<file path="config.mk">
export PLATFORM = sky130hd
export DESIGN_NAME = twos_complement_seq
export DESIGN_NICKNAME = d
export VERILOG_FILES = /design/src/rtl/twos_complement_seq.sv
export SDC_FILE = /design/constraint.sdc
export NUM_CORES = 1
export LEC_CHECK = 0
export CAP_MARGIN = 15
export CELL_PAD_IN_SITES_DETAIL_PLACEMENT = 0
export CELL_PAD_IN_SITES_GLOBAL_PLACEMENT = 1
export CORE_ASPECT_RATIO = 0.9
export CORE_MARGIN = 3
export CORE_UTILIZATION = 34
export CTS_CLUSTER_DIAMETER = 50
export DETAILED_ROUTE_END_ITERATION = 8
export PLACE_DENSITY_LB_ADDON = 0.1
export SYNTH_ARGS = -nofsm -noshare
export SYNTH_HDL_FRONTEND = slang
export SYNTH_SLANG_ARGS = --single-unit
</file>
<file path="constraint.sdc">
create_clock -name clk -period 2 [get_ports clk]
set_clock_uncertainty 0.2 [all_clocks]
set_input_delay 0.4 -clock clk [delete_from_list [all_inputs] [get_ports clk]]
set_output_delay 0.4 -clock clk [all_outputs]
set_load 0.01 [all_outputs]
</file>
<file path="src/rtl/twos_complement_seq.sv">
// Sliced sign-manipulation unit: pass / ones' / two's complement / absolute value,
// CHUNK bits per clock with the carry held in a register between slices.
//   state | meaning
//   IDLE  | waiting for start
//   RUN   | one slice per cycle, idx 0..NCHUNK-1
//   DONE  | result and overflow registered onto the outputs; start accepted here too
module twos_complement_seq #(
    parameter int WIDTH = 8,
    parameter int CHUNK = 4
) (
    input  logic             clk,
    input  logic             reset,
    input  logic             start,
    input  logic [1:0]       mode,
    input  logic [WIDTH-1:0] A,
    output logic [WIDTH-1:0] Output,
    output logic             ready,
    output logic             busy,
    output logic             overflow
);

    localparam int NCHUNK = WIDTH / CHUNK;
    localparam int IW     = (NCHUNK > 1) ? $clog2(NCHUNK) : 1;
    localparam logic [WIDTH-1:0] MIN_VAL = WIDTH'(1) << (WIDTH - 1);

    localparam logic [1:0] S_IDLE = 2'd0;
    localparam logic [1:0] S_RUN  = 2'd1;
    localparam logic [1:0] S_DONE = 2'd2;

    logic [1:0]       state_q, state_d;
    logic [WIDTH-1:0] opnd_q, opnd_d;
    logic             inv_q, inv_d;
    logic             carry_q, carry_d;
    logic [IW-1:0]    idx_q, idx_d;
    logic [WIDTH-1:0] work_q, work_d;
    logic             ovf_pend_q, ovf_pend_d;
    logic [WIDTH-1:0] out_q, out_d;
    logic             ovf_q, ovf_d;
    logic             ready_q, ready_d;

    logic [CHUNK-1:0] slice_a;
    logic [CHUNK-1:0] slice_op;
    logic [CHUNK:0]   sum;
    logic             neg;
    logic             last_slice;

    always_comb begin
        slice_a = '0;
        for (int k = 0; k < NCHUNK; k++) begin
            if (idx_q == IW'(k)) begin
                slice_a = opnd_q[k*CHUNK +: CHUNK];
            end
        end
        slice_op   = inv_q ? ~slice_a : slice_a;
        sum        = {1'b0, slice_op} + {{CHUNK{1'b0}}, carry_q};
        neg        = A[WIDTH-1];
        last_slice = (idx_q == IW'(NCHUNK - 1));
    end

    always_comb begin
        state_d    = state_q;
        opnd_d     = opnd_q;
        inv_d      = inv_q;
        carry_d    = carry_q;
        idx_d      = idx_q;
        work_d     = work_q;
        ovf_pend_d = ovf_pend_q;
        out_d      = out_q;
        ovf_d      = ovf_q;
        ready_d    = 1'b0;

        case (state_q)
            S_IDLE, S_DONE: begin
                if (state_q == S_DONE) begin
                    out_d   = work_q;
                    ovf_d   = ovf_pend_q;
                    ready_d = 1'b1;
                end
                if (start) begin
                    opnd_d     = A;
                    inv_d      = (mode == 2'b01) || (mode == 2'b10) || ((mode == 2'b11) && neg);
                    carry_d    = (mode == 2'b10) || ((mode == 2'b11) && neg);
                    ovf_pend_d = mode[1] && (A == MIN_VAL);
                    idx_d      = '0;
                    work_d     = '0;
                    state_d    = S_RUN;
                end else begin
                    state_d = S_IDLE;
                end
            end
            S_RUN: begin
                for (int k = 0; k < NCHUNK; k++) begin
                    if (idx_q == IW'(k)) begin
                        work_d[k*CHUNK +: CHUNK] = sum[CHUNK-1:0];
                    end
                end
                carry_d = sum[CHUNK];
                if (last_slice) begin
                    state_d = S_DONE;
                end else begin
                    idx_d = idx_q + IW'(1);
                end
            end
            default: state_d = S_IDLE;
        endcase
    end

    always_ff @(posedge clk) begin
        if (reset) begin
            state_q    <= S_IDLE;
            opnd_q     <= '0;
            inv_q      <= 1'b0;
            carry_q    <= 1'b0;
            idx_q      <= '0;
            work_q     <= '0;
            ovf_pend_q <= 1'b0;
            out_q      <= '0;
            ovf_q      <= 1'b0;
            ready_q    <= 1'b0;
        end else begin
            state_q    <= state_d;
            opnd_q     <= opnd_d;
            inv_q      <= inv_d;
            carry_q    <= carry_d;
            idx_q      <= idx_d;
            work_q     <= work_d;
            ovf_pend_q <= ovf_pend_d;
            out_q      <= out_d;
            ovf_q      <= ovf_d;
            ready_q    <= ready_d;
        end
    end

    // A back-to-back start puts the first RUN cycle under the ready pulse; busy yields to ready.
    assign busy     = (state_q == S_RUN) && !ready_q;
    assign ready    = ready_q;
    assign Output   = out_q;
    assign overflow = ovf_q;

endmodule

</file>
### Yosys cells after proc, flatten, opt, wreduce, memory -nomap -nowiden

Index checks and enable logic that the tools add are counted.

| storage, ports and cells | value |
|---|---|
| register bits after elaboration | 32 |
| latch bits | 0 |
| bits in writable memories | 0 |
| memory bits (read-only) | 0 |
| input bits | 13 |
| output and inout bits | 11 |
| memories | 0 |

| operators by class | value |
|---|---|
| add/subtract/negate cells | 2 |
| $mul | 0 |
| div/mod/pow operators | 0 |
| $lt $le $gt $ge | 0 |
| equal/unequal tests | 9 |
| shift operators | 0 |
| mux-type cells | 15 |
| bitwise logic cells | 2 |
| reductions and logical operators | 16 |

Operator list:

| operator | count |
|---|---|
| 4-bit two-way mux | 4 |
| 8-bit one-hot mux with 2 select lines | 1 |
| 8-bit == test (second input constant) | 1 |
| 8-bit two-way mux | 1 |
| 2-bit == test (second input constant) | 3 |
| 2-bit != test (second input constant) | 3 |
| 2-bit AND reduction | 3 |
| 3-bit AND reduction | 2 |
| 4-bit by 1-bit adder with 5-bit output | 1 |
| 1-bit two-way mux | 5 |
| 2-bit by 1-bit == test with 1-bit output (second input constant) | 2 |
| 4-bit inverter | 1 |
| 1-bit one-hot mux with 2 select lines | 2 |
| 2-bit one-hot mux with 2 select lines | 1 |
| 2-bit OR reduction | 2 |
| 1-bit logical AND | 3 |
| 1-bit logical OR | 3 |
| 2-bit logical NOT | 1 |
| 2-bit two-way mux | 1 |
| 2-bit nonzero test | 1 |
| 1-bit adder (second input constant) | 1 |
| 1-bit logical NOT | 1 |
| 1-bit inverter | 1 |

### Longest topological paths before layout

| depth | value |
|---|---|
| word-level depth | 6 |
| depth in mapped cells | 8 |
| gate-level depth less buffers | 7 |

### Worst setup path before layout

OpenSTA, ideal clock, no wires.

| path | value |
|---|---|
| kind | reg2reg |
| start point | reg idx_q |
| end point | reg work_q[7] |
| setup time | 0.117 ns |
| data arrival time | 1.628 ns |
| path slack | 0.055 ns |
| cell stages (with the launch flop) | 9 |
| path buffers | 1 |
| cell sequence | dfxtp_1 buf_6 mux2i_1 xnor2_1 ha_1 inv_1 o41ai_2 xnor2_1 a22o_1 |

| on the way | value |
|---|---|
| longest elaborated chain between the ends | 6 |
| elaborated cells between the ends (all ways) | 8 |

RTL lines:

| item | RTL line | source |
|---|---|---|
| start: declaration | 34 | `logic [IW-1:0] idx_q, idx_d;` |
| start signal: assignment | 125 | `idx_q <= idx_d;` |
| 4-bit two-way mux | 50 | `if (idx_q == IW'(k)) begin` |
| 4-bit inverter | 54 | `slice_op = inv_q ? ~slice_a : slice_a;` |
| 4-bit two-way mux | 54 |  |
| 4-bit by 1-bit adder with 5-bit output | 55 | `sum = {1'b0, slice_op} + {{CHUNK{1'b0}}, carry_q};` |
| 4-bit two-way mux | 93 | `if (idx_q == IW'(k)) begin` |
| 8-bit one-hot mux with 2 select lines | 72 | `case (state_q)` |
| end signal: assignment | 126 | `work_q <= work_d;` |
| end: declaration | 35 | `logic [WIDTH-1:0] work_q, work_d;` |

Several ways; a longest one is shown, not always the timed one. The select of a mux whose other input is x is not followed.
A chain may end at the register's enable or synchronous reset.

### Worst setup path after layout

| path | value |
|---|---|
| start point | reg idx_q |
| end point | reg work_q[6] |

Same word-level chain as after synthesis.

==> results.ini <==
[status]
outcome=finished, final reports clean

[timing]
hold_ws_ns=0.250
clock.fmax_ghz=0.516
drv_slew=0
relSlewSlack_pct=57.5
tightest_slew_ns=0.636
rsz0062_at_grt=yes
fin_crit_ns=1.94
setup_viol=0
period_share_pct=96.8
tns_ns=0
finalHoldViolations=0

[cts]
root_buffer=clkbuf_8
clockBufferDepth=2
clock_latency_ns=0.28
cts_sinks=32
post_cts_buffers=0
numCtsBuffers=5
htree_levels=2
path_clk_slew_ns=0.06
cts-hold-fix-buffers=0
cts_tree=built

[grt]
grt_max_degree=16
track_usage_pct=14.5
overflow=0
grt_pass1_vias=1122
grt_pass1_wl_um=5280
antenna_found_initial=0

[worst_hold_path]
holdPathStages=2
hold_path_class=register to register

[power]
p_seq_share_pct=50.9
power.density_nw_per_um2=756
netSwitchingFraction_pct=25.6
switching_power_uw=343
clkPwrFrac_pct=34.2
internal-power_uw=994
p_leak_uw=0.000661
comb_power_share_pct=14.8
ir_drop_uv=408

[synth]
syn-num-nets=176
mappedNetlistArea_um2=1360
synth_async_sr_flop_share_pct=0
synth_seq_cells=32
synth.most_common_cell=nand2_1
synth_area_per_cell_um2=8.56
synth.area.top_cells=dfxtp_1, nand2_1, a21oi_1
yosys_warnings=0
yosysSeqAreaShare_pct=47.1
yosysTopAreaCellShare_pct=47.1
synth.cells.most_frequent=nand2_1, dfxtp_1, a21oi_1
yosys.area.top_type=dfxtp_1
synth_cell_types=29
syn_inst=159
synth_edf_count=0
synth_ff_type=dfxtp_1

[die]
dieArea_um2=4800
die_width_um=72.7
top_level_ports=24
num_rows=21
initial_core_util_pct=36.0
die_height_um=66.0
core_um2=3780

[route]
drtPass1Iterations=4
drtIter0Drc=34
avgRoutedWirePerCell_um=13.1
via_per_inst=4.88
drc=0
drtAntennaViolNets=0
vias=1141
wl_um=3060

[finish]
drive_gt1_share_pct=12.8
synthToLayoutAreaGrowth_pct=29.8
fin_util_pct=46.7
fillers=382
insertedDiodeCount=0
fin_cells=234
nNetsFinal=205

[place]
port-buffer-count=23
gp_congestion=0.779
dpl.cell_count=227
hpwlAfterDp_um=2270

[worst_setup_path]
critPathMaxFanout=3
startpoint_type=register
arrival_ns=1.91
critical_path_required_ns=1.97
worstSetupPathType=register to register
cp-end-kind=register
r2r_cells=7

[job]
maxCapViolCount=0

-- cells in the final DEF (no fill, tap or decap), types with 2 or more instances in the layout --
cell / Yosys / final
nand2b_1: 4 / 4
a22o_1: 4 / 4
mux2i_2: 1 / 2
nor2b_1: 3 / 3
dfxtp_1: 32 / 30
clkdlybuf4s50_1: 0 / 22
a21oi_1: 25 / 25
ha_1: 4 / 3
xnor2_1: 4 / 4
buf_4: 0 / 9
nor3_1: 2 / 2
nand4b_1: 2 / 2
nand2_1: 42 / 42
nand3_1: 4 / 4
nor2_1: 8 / 8
clkbuf_8: 0 / 5
dfxtp_2: 0 / 2
-- logic make-up (layout without fill, tap and decap cells) --
logic type,Yosys count,count (layout),share of synthesized area [%]
AOI/OAI and AO/OA,32,32,14.2
xor gates and xnor gates,6,6,4.41
adders and majority gates,4,4,3.68
buffers and inverters,12,41,3.95
DFF,32,32,47.1
muxes,4,4,4.14
and+or+nand+nor,69,69,22.5
-- area by class of cell --
type                    instances  area (um^2)  area share [%]
clock inverters                 1         5.00           0.283
multi-input cells             115          684            38.7
repair buffers                 32          297            16.8
inverters                       2         7.51           0.425
clock buffers                   6         72.6            4.11
flip-flops and latches         32          643            36.4
well taps                      46         57.6            3.26
-- power by group through the flow --
stage	clock network, uW	registers (uW)	logic, uW
3_3_place_gp	0	694	193
4_1_cts	468	679	194
5_1_grt	502	683	222
6_report	458	681	198
2_1_floorplan	0	687	126
3_5_place_dp	0	693	194
-- per-stage QoR --
stage	setup slack (ns)	power (uW)	area (um^2)
after floorplan	0.0551	812	1360
after global placement	0.113	886	1670
after detailed placement	0.00534	886	1670
after CTS	0.0230	1340	1750
after global routing	-0.0269	1410	1770
final	0.0631	1340	1770
-- worst max-delay path, stage by stage (launching register included) --
cell and delay, ns:
dfxtp_2 0.34, mux2i_2 0.24, xnor2_1 0.15, ha_2 0.22, ha_1 0.21, xnor2_1 0.13, nor2_1 0.08, a22o_1 0.25
-- flip-flops by register name, summed over array words and instances, names as in the netlist --
register,flops
inv_q,1
carry_q,1
work_q,8
idx_q,1
ovf_pend_q,1
ready,1
Output,8
state_q,2
overflow,1
opnd_q,8
-- worst paths after layout --
path                                 from        end  slack, ns
worst min register to register  Output[7]  Output[7]       0.25
worst min-delay path            Output[7]  Output[7]       0.25
worst max-delay path                idx_q  work_q[6]       0.06
worst max register to register      idx_q  work_q[6]       0.06
-- what timing repair did --
action | in CTS | in global routing
pin swaps | 1 | 3
setup endpoints to repair | 3 | 4
resized for setup | 2 | 5
-- layer usage --
metal / GRT usage (%) / up-vias / share of wire [%]
met5: 0 / - / 0
met4: 5.53 / 0 / 1.6
met3: 4.26 / 8 / 4.5
met2: 21.1 / 27 / 41
met1: 20.0 / 517 / 53
li1: - / 589 / -
Note: power is estimated with default switching activity, not from simulation.
